`src/rtl/ff_bank.sv`:
```
// Bank of WIDTH independent flip-flops with a shared mode (JK/SR/T/D),
// a per-edge change mask and a sticky flag for illegal SR inputs.

module ff_bank_bit (
    input  logic [1:0] mode,
    input  logic       a,
    input  logic       b,
    input  logic       q,
    output logic       q_nxt
);
    localparam logic [1:0] M_JK = 2'b00;
    localparam logic [1:0] M_SR = 2'b01;
    localparam logic [1:0] M_T  = 2'b10;

    always_comb begin
        q_nxt = q;
        case (mode)
            M_JK: begin
                case ({a, b})
                    2'b01:   q_nxt = 1'b0;
                    2'b10:   q_nxt = 1'b1;
                    2'b11:   q_nxt = ~q;
                    default: q_nxt = q;
                endcase
            end
            // SR 11 is illegal; the bit holds and the bank raises sr_err
            M_SR: begin
                case ({a, b})
                    2'b01:   q_nxt = 1'b0;
                    2'b10:   q_nxt = 1'b1;
                    default: q_nxt = q;
                endcase
            end
            M_T:     q_nxt = a ? ~q : q;
            default: q_nxt = a;
        endcase
    end
endmodule

module ff_bank #(
    parameter int               WIDTH     = 8,
    parameter logic [WIDTH-1:0] RESET_VAL = '0
) (
    input  logic             clk,
    input  logic             rst_n,
    input  logic             en,
    input  logic [1:0]       mode,
    input  logic [WIDTH-1:0] a,
    input  logic [WIDTH-1:0] b,
    input  logic             err_clr,
    output logic [WIDTH-1:0] q,
    output logic [WIDTH-1:0] q_,
    output logic [WIDTH-1:0] changed,
    output logic             sr_err
);
    localparam logic [1:0] M_SR = 2'b01;

    logic [WIDTH-1:0] q_q, q_d;
    logic [WIDTH-1:0] chg_q, chg_d;
    logic             err_q, err_d;
    logic [WIDTH-1:0] q_nxt;
    logic             sr_set;

    for (genvar i = 0; i < WIDTH; i++) begin : g_bit
        ff_bank_bit u_bit (
            .mode  (mode),
            .a     (a[i]),
            .b     (b[i]),
            .q     (q_q[i]),
            .q_nxt (q_nxt[i])
        );
    end

    assign sr_set = en && (mode == M_SR) && (|(a & b));

    always_comb begin
        q_d   = en ? q_nxt : q_q;
        chg_d = en ? (q_nxt ^ q_q) : '0;
        // set beats clear when both land on the same edge
        err_d = sr_set ? 1'b1 : (err_clr ? 1'b0 : err_q);
    end

    always_ff @(posedge clk) begin
        if (!rst_n) begin
            q_q   <= RESET_VAL;
            chg_q <= '0;
            err_q <= 1'b0;
        end else begin
            q_q   <= q_d;
            chg_q <= chg_d;
            err_q <= err_d;
        end
    end

    assign q       = q_q;
    assign q_      = ~q_q;
    assign changed = chg_q;
    assign sr_err  = err_q;
endmodule

```
`config.mk`:
```
export PLATFORM = sky130hd
export DESIGN_NAME = ff_bank
export DESIGN_NICKNAME = d
export VERILOG_FILES = /design/src/rtl/ff_bank.sv
export SDC_FILE = /design/constraint.sdc
export NUM_CORES = 1
export LEC_CHECK = 0
export CAP_MARGIN = 10
export CORE_AREA = 5 5 52 72
export CTS_BUF_LIST = sky130_fd_sc_hd__clkbuf_4 sky130_fd_sc_hd__clkbuf_8
export CTS_CLUSTER_DIAMETER = 200
export DETAILED_ROUTE_END_ITERATION = 8
export DIE_AREA = 0 0 57 77
export GPL_ROUTABILITY_DRIVEN = 0
export PLACE_DENSITY = 0.8
export SYNTH_ARGS = -nofsm -noshare
export SYNTH_HDL_FRONTEND = slang
export SYNTH_SLANG_ARGS = --single-unit
```
`constraint.sdc`:
```
create_clock -name clk -period 1.8 [get_ports clk]
set_input_delay 0.45 -clock clk [delete_from_list [all_inputs] [get_ports clk]]
set_output_delay 0.45 -clock clk [all_outputs]
set_load 0.01 [all_outputs]
```
==> results of run 1 <==
[layout make-up]
cell class / instances / area, sq um / area share, %
clock buffers: 3 / 41.3 / 1.91
clock inverters: 1 / 5.00 / 0.232
well taps: 39 / 48.8 / 2.26
flip-flops and latches: 17 / 342 / 15.8
multi-input cells: 104 / 892 / 41.3
repair buffers: 83 / 763 / 35.3
inverters: 18 / 67.6 / 3.13
[Yosys cell counts (all sizes together)]
library cell / instances
a31oi: 8
nor2b: 2
buf: 14
nor2: 8
inv: 18
o2111ai: 8
clkbuf: 1
dfxtp: 17
nand2: 18
and2: 1
a311oi: 8
nor4: 2
ha: 16
a32oi: 1
o21ai: 16
a41oi: 8
mux2: 8
[worst reg2reg max path: cells and delay by family (launching register included)]
| kind | cells | cell delay, ns |
|---|---|---|
| and+or+nand+nor | 1 | 0.09 |
| DFF | 1 | 0.35 |
| muxes | 1 | 0.26 |
| AOI/OAI and AO/OA | 2 | 0.37 |
[flip-flops by register name, indices dropped and copies added, names as in the netlist]
register and flops:
changed 8, q 8, sr_err 1
[cells in the final DEF (no fill, tap or decap), types with 7 or more instances in the layout]
| cell | count |
|---|---|
| buf_4 | 37 |
| clkdlybuf4s50_1 | 33 |
| dfxtp_1 | 16 |
| inv_1 | 14 |
| nand2_1 | 12 |
| ha_1 | 12 |
| dlymetal6s2s_1 | 11 |
| nor2_1 | 8 |
| o21ai_2 | 8 |
| o2111ai_1 | 8 |
| a31oi_1 | 8 |
| a311oi_1 | 8 |
| o21ai_0 | 8 |
| a41oi_1 | 7 |
[how the worst max path moves through the flow]
stage | startpoint | to | slack [ns] | depth (start not counted)
global route | a[5] | sr_err$_SDFFE_PN0P_ | -0.05 | 7
finish | b[5] | changed[5]$_SDFF_PN0_ | 0.02 | 7
global placement | b[3] | changed[3]$_SDFF_PN0_ | -0.30 | 7
floorplan | b[0] | changed[0]$_SDFF_PN0_ | 0.28 | 6
detailed placement | b[3] | changed[3]$_SDFF_PN0_ | -0.34 | 7
CTS | b[5] | changed[5]$_SDFF_PN0_ | 0.002 | 7
[metrics by stage]
step	instances	setup TNS [ns]	util, %
CTS	265	0	67.9
floorplan	154	0	-
finish	265	0	70.5
detailed placement	261	-4.44	65.2
global placement	261	-3.47	65.2
global route	265	-0.0747	70.5
[routing by layer]
layer | track usage (%) | vias up
met4 | 10.9 | 0
li1 | - | 705
met1 | 21.8 | 722
met5 | 0 | -
met3 | 3.36 | 18
met2 | 36.5 | 68
[what timing repair did]
action	in CTS	in global routing
endpoints found under the setup margin	11	12
buffers inserted	0	0
gates resized for setup	11	23
gates cloned	0	0
pin swaps	9	8
[kinds of logic after synthesis]
| family | count (synthesis) |
|---|---|
| AOI/OAI and AO/OA | 49 |
| adders and majority gates | 16 |
| buffers and inverters | 33 |
| muxes | 8 |
| DFF | 17 |
| and+or+nand+nor | 31 |
[power groups by stage]
| stage | logic, uW | clock network (uW) | registers [uW] |
|---|---|---|---|
| 6_report | 423 | 292 | 425 |
| 5_1_grt | 458 | 312 | 428 |
| 4_1_cts | 410 | 293 | 424 |
| 3_5_place_dp | 396 | 0 | 432 |
| 3_3_place_gp | 376 | 0 | 430 |
| 2_1_floorplan | 183 | 0 | 433 |
==> results.sh, run 1 <==
export IMPL_switching_power_uw=353
export IMPL_drt_pre_antenna_iters=4
export IMPL_p_clk_share_pct=25.6
export IMPL_clkSinkCount=17
export IMPL_antenna_found_initial=0
export IMPL_hpwl_mm=3.28
export IMPL_cp_slowest_cell="clkdlybuf4s50_1"
export IMPL_path_cells="clkdlybuf4s50_1 -> inv_1 -> ha_1 -> mux2_4 -> nand2_2 -> a31oi_1 -> a311oi_1"
export IMPL_p_total_uw=1140
export IMPL_synth_area_leaders="dfxtp_1 26%, ha_1 15%, mux2_2 6.9%, a311oi_1 5.3%, a41oi_1 5.3%"
export IMPL_hold_viol=0
export IMPL_period_share_pct=99.1
export IMPL_crit_arrival_ns=1.95
export IMPL_path_clk_slew_ns=0.07
export IMPL_synth_simple_area_share_pct=9.99
export IMPL_avgSynthCellArea_sq_um=8.54
export IMPL_post_place_ws_ns=-0.338
export IMPL_drtIter0Drc=51
export IMPL_ctsHtreeMaxLevel=1
export IMPL_ff2ff_path_depth=4
export IMPL_r2r_end="changed[3]$_SDFF_PN0_"
export IMPL_cpLargestDelayFamily="buffers and inverters"
export IMPL_hp_start="sr_err$_SDFFE_PN0P_"
export IMPL_final_cell_area_sq_um=2160
export IMPL_min_period_ns=1.78
export IMPL_hold_depth=2
export IMPL_synth_top_cell_area_share_pct=25.9
export IMPL_critPathBufInv=2
export IMPL_grt_start_max_net_pins=11
export IMPL_holdWs_ns=0.544
export IMPL_start_util_pct=42.9
export IMPL_path_max_fanout=2
export IMPL_synth_xor_area_share_pct=0
export IMPL_cts_root_buf="clkbuf_8"
export IMPL_crit_path_start_kind="input port"
export IMPL_worstSetupPathType="input port to register"
export IMPL_worst_skew_pair_late_latency_ns=0.25
export IMPL_rrSetupSlack_ns=0.63
export IMPL_cts_made_buffers=3
export IMPL_die_width_um=57
export IMPL_die_y_um=77
export IMPL_drc=0
export IMPL_ctsLongestPathBuffers=2
export IMPL_diodes=0
export IMPL_met3_length_um=232
export IMPL_grt_use_total_pct=20.3
export IMPL_p_leak_uw=0.000976
export IMPL_power_frac_comb_pct=37.1
export IMPL_maxUsedRoutingLayer="met4"
export IMPL_r2r_start="q[3]$_SDFFE_PN0P_"
export IMPL_yosys_area_top_type="dfxtp_1"
export IMPL_synth_fa_ha_area_share_pct=15.2
export IMPL_n_fill_cell=251
export IMPL_dieArea_sq_um=4390
export IMPL_yosys_warnings=0
export IMPL_io_buffers=46
export IMPL_nets=265
export IMPL_drv_cap=0
export IMPL_internal_power_uw=787
export IMPL_wl_met2_mm=2.36
export IMPL_synth_top_family_by_area="compound AO/OA/AOI/OAI gates"
export IMPL_core_area_sq_um=3060
export IMPL_netSwitchingFraction_pct=31.0
export IMPL_yosysSeqAreaShare_pct=25.9
export IMPL_p_per_area_nw_per_um2=528
export IMPL_drive_gt1_share_pct=33.6
export IMPL_final_antenna_net_count=0
export IMPL_areaGrowthSynthToFinish_pct=64.2
export IMPL_setup_slack_ns=0.0163
export IMPL_netlist_area_sq_um=1320
export IMPL_netlist_instances=154
export IMPL_syn_num_nets=192
export IMPL_ir_drop_mv=0.338
export IMPL_m1WireLength_mm=1.58
export IMPL_power_share_sequential_pct=37.3
export IMPL_rows=24
export IMPL_synth_cell_types=20
export IMPL_worstMarginPinSlew_ns=0.384
export IMPL_endpoint_kind="register"
export IMPL_cp_required_ns=1.96
export IMPL_rsz0062_at_grt="true"
export IMPL_finalClockSkew_ns=0.00109
export IMPL_viasPerCell=5.71
export IMPL_grt_pass1_vias=1642
export IMPL_min_to="sr_err$_SDFFE_PN0P_"
export IMPL_status="finished, final reports clean"
export IMPL_routed_wl_mm=4.33
export IMPL_drt_wirelength_per_cell_um=16.3
export IMPL_grt_first_pass_wirelength_mm=7.27
export IMPL_cts_tree="yes"
export IMPL_max_stage_delay_ns=0.47
export IMPL_ys_ff_latch=17
export IMPL_max_slew_margin_pct=74.4
export IMPL_hp_class="register to register"
export IMPL_dpl_cell_area_sq_um=2000
export IMPL_io_pin_count=47
export IMPL_slew_viol_final=0
export IMPL_vias=1513
export IMPL_synthMuxAreaShare_pct=6.85
export IMPL_synth_compound_area_share_pct=28.8
export IMPL_setup_viol=0
export IMPL_clock_fmax_ghz=0.561
export IMPL_hold_buffers=0
export IMPL_overflow=0
Note: power is estimated with default switching activity, not from simulation.
==> run 2: changes to the inputs <==
CORE_AREA = 5 5 58 81   (was 5 5 52 72)
DIE_AREA = 0 0 63 86   (was 0 0 57 77)
GPL_ROUTABILITY_DRIVEN = unset   (was 0)
PLACE_DENSITY = 0.65   (was 0.8)
==> results.sh, run 2 (synthesis results as in run 1) <==
export IMPL_rsz0062_at_grt="false"
export IMPL_cp_required_ns=1.35
export IMPL_ir_drop_mv=0.350
export IMPL_final_cell_mix="38 x buf_4, 31 x clkdlybuf4s50_1, 16 x dfxtp_1, 15 x dlymetal6s2s_1, 14 x inv_1"
export IMPL_start_util_pct=33.8
export IMPL_fin_setup_tns_ns=0
export IMPL_hp_class="register to register"
export IMPL_worstSetupPathType="register to output pin"
export IMPL_hold_depth=2
export IMPL_drive_gt1_share_pct=34.4
export IMPL_ff2ff_path_depth=4
export IMPL_post_cts_setup_buffer_count=0
export IMPL_finalWeightedCongestion=0.778
export IMPL_min_to="sr_err$_SDFFE_PN0P_"
export IMPL_min_period_ns=1.72
export IMPL_die_width_um=63
export IMPL_final_core_utilization_pct=56.0
export IMPL_hpwl_mm=2.85
export IMPL_max_slew_margin_pct=75.2
export IMPL_crit_path_start_kind="register"
export IMPL_hp_start="sr_err$_SDFFE_PN0P_"
export IMPL_crit_arrival_ns=1.27
export IMPL_clkSinkCount=17
export IMPL_grt_use_total_pct=13.8
export IMPL_setup_viol=0
export IMPL_rows=27
export IMPL_period_share_pct=95.6
export IMPL_finalClockSkew_ns=0.000426
export IMPL_dieArea_sq_um=5420
export IMPL_rrSetupSlack_ns=0.68
export IMPL_post_place_ws_ns=-0.310
export IMPL_drv_cap=0
export IMPL_ctsLongestPathBuffers=2
export IMPL_ctsHtreeMaxLevel=1
export IMPL_drt_pre_antenna_iters=4
export IMPL_antenna_found_initial=0
export IMPL_overflow=0
export IMPL_r2r_end="changed[6]$_SDFF_PN0_"
export IMPL_io_buffers=46
export IMPL_diodes=0
export IMPL_vias=1404
export IMPL_cts_made_buffers=3
export IMPL_p_per_area_nw_per_um2=524
export IMPL_hold_buffers=0
export IMPL_cts_tree="yes"
export IMPL_path_clk_slew_ns=0.07
export IMPL_io_pin_count=47
export IMPL_drtIter0Drc=19
export IMPL_r2r_start="q[6]$_SDFFE_PN0P_"
export IMPL_worst_skew_pair_late_latency_ns=0.25
export IMPL_status="finished, final reports clean"
export IMPL_grt_first_pass_wirelength_mm=6.17
export IMPL_grt_pass1_vias=1448
export IMPL_drc=0
export IMPL_cts_root_buf="clkbuf_8"
export IMPL_areaGrowthSynthToFinish_pct=65.5
export IMPL_slew_viol_final=0
export IMPL_grt_start_max_net_pins=14
export IMPL_hold_viol=0
export IMPL_core_area_sq_um=3880
export IMPL_viasPerCell=5.20
export IMPL_die_y_um=86
export IMPL_path_max_fanout=6
export IMPL_p_leak_uw=0.00102
export IMPL_setup_slack_ns=0.0791
export IMPL_worstMarginPinSlew_ns=0.371
export IMPL_endpoint_kind="output pin"
export IMPL_clock_fmax_ghz=0.581
export IMPL_routed_wl_mm=3.73
export IMPL_drt_wirelength_per_cell_um=13.8
export IMPL_layout_commonest_cell="buf_4"
export IMPL_nets=266
export IMPL_final_antenna_net_count=0
run 2: worst max-delay path by stage:
stage	from	end	cells past startpoint
6_report	q[3]$_SDFFE_PN0P_	q_[3]	2
5_1_grt	mode[0]	changed[4]$_SDFF_PN0_	6
4_1_cts	b[2]	changed[2]$_SDFF_PN0_	7
3_5_place_dp	b[0]	changed[0]$_SDFF_PN0_	7
3_3_place_gp	b[7]	changed[7]$_SDFF_PN0_	7
2_1_floorplan	b[0]	changed[0]$_SDFF_PN0_	6
run 2: layer usage:
| layer | GRT usage [%] | wire length, um | up-vias | share of wire (%) |
|---|---|---|---|---|
| li1 | - | - | 707 | - |
| met1 | 15.5 | 1600 | 654 | 43 |
| met2 | 24.8 | 1890 | 35 | 51 |
| met3 | 2.75 | 167 | 8 | 4.5 |
| met4 | 5.98 | 79 | 0 | 2.1 |
| met5 | 0 | 0 | - | 0 |
run 2: power by group:
group / total [uW] / switching [uW] / internal, uW / leakage, uW
registers: 425 / 23.6 / 402 / 0.000140
clock network: 309 / 137 / 172 / 0.0000262
logic: 406 / 177 / 228 / 0.000849
total: 1140 / 338 / 802 / 0.00102
run 2: area by class of cell:
cell class	instances	area (sq um)
Clock buffer	4	48.8
Fill cell	358	1710
Inverter	18	67.6
Multi-Input combinational cell	104	881
Sequential cell	17	342
Tap cell	43	53.8
Timing Repair Buffer	84	783
run 2: per-stage QoR:
| step | cell area (sq um) | cells | hold WS [ns] | power, uW |
|---|---|---|---|---|
| after detailed placement | 2010 | 266 | 0.498 | 820 |
| after global routing | 2180 | 270 | 0.599 | 1210 |
| after CTS | 2060 | 270 | 0.527 | 1130 |
| after floorplan | 1320 | 154 | 0.535 | 616 |
| after global placement | 2010 | 266 | 0.502 | 816 |
| final | 2180 | 270 | 0.526 | 1140 |
run 2: repair_timing:
action,4_1_cts,5_1_grt
resized for setup,0,36
pin swaps,7,9
gates cloned,0,0
setup endpoints to repair,7,17
hold endpoints to repair,0,0
run 2: worst max-delay path, cell delays in order, from the launching register on:
cell and delay, ns:
dfxtp_1 0.43, inv_1 0.10, clkdlybuf4s50_1 0.49
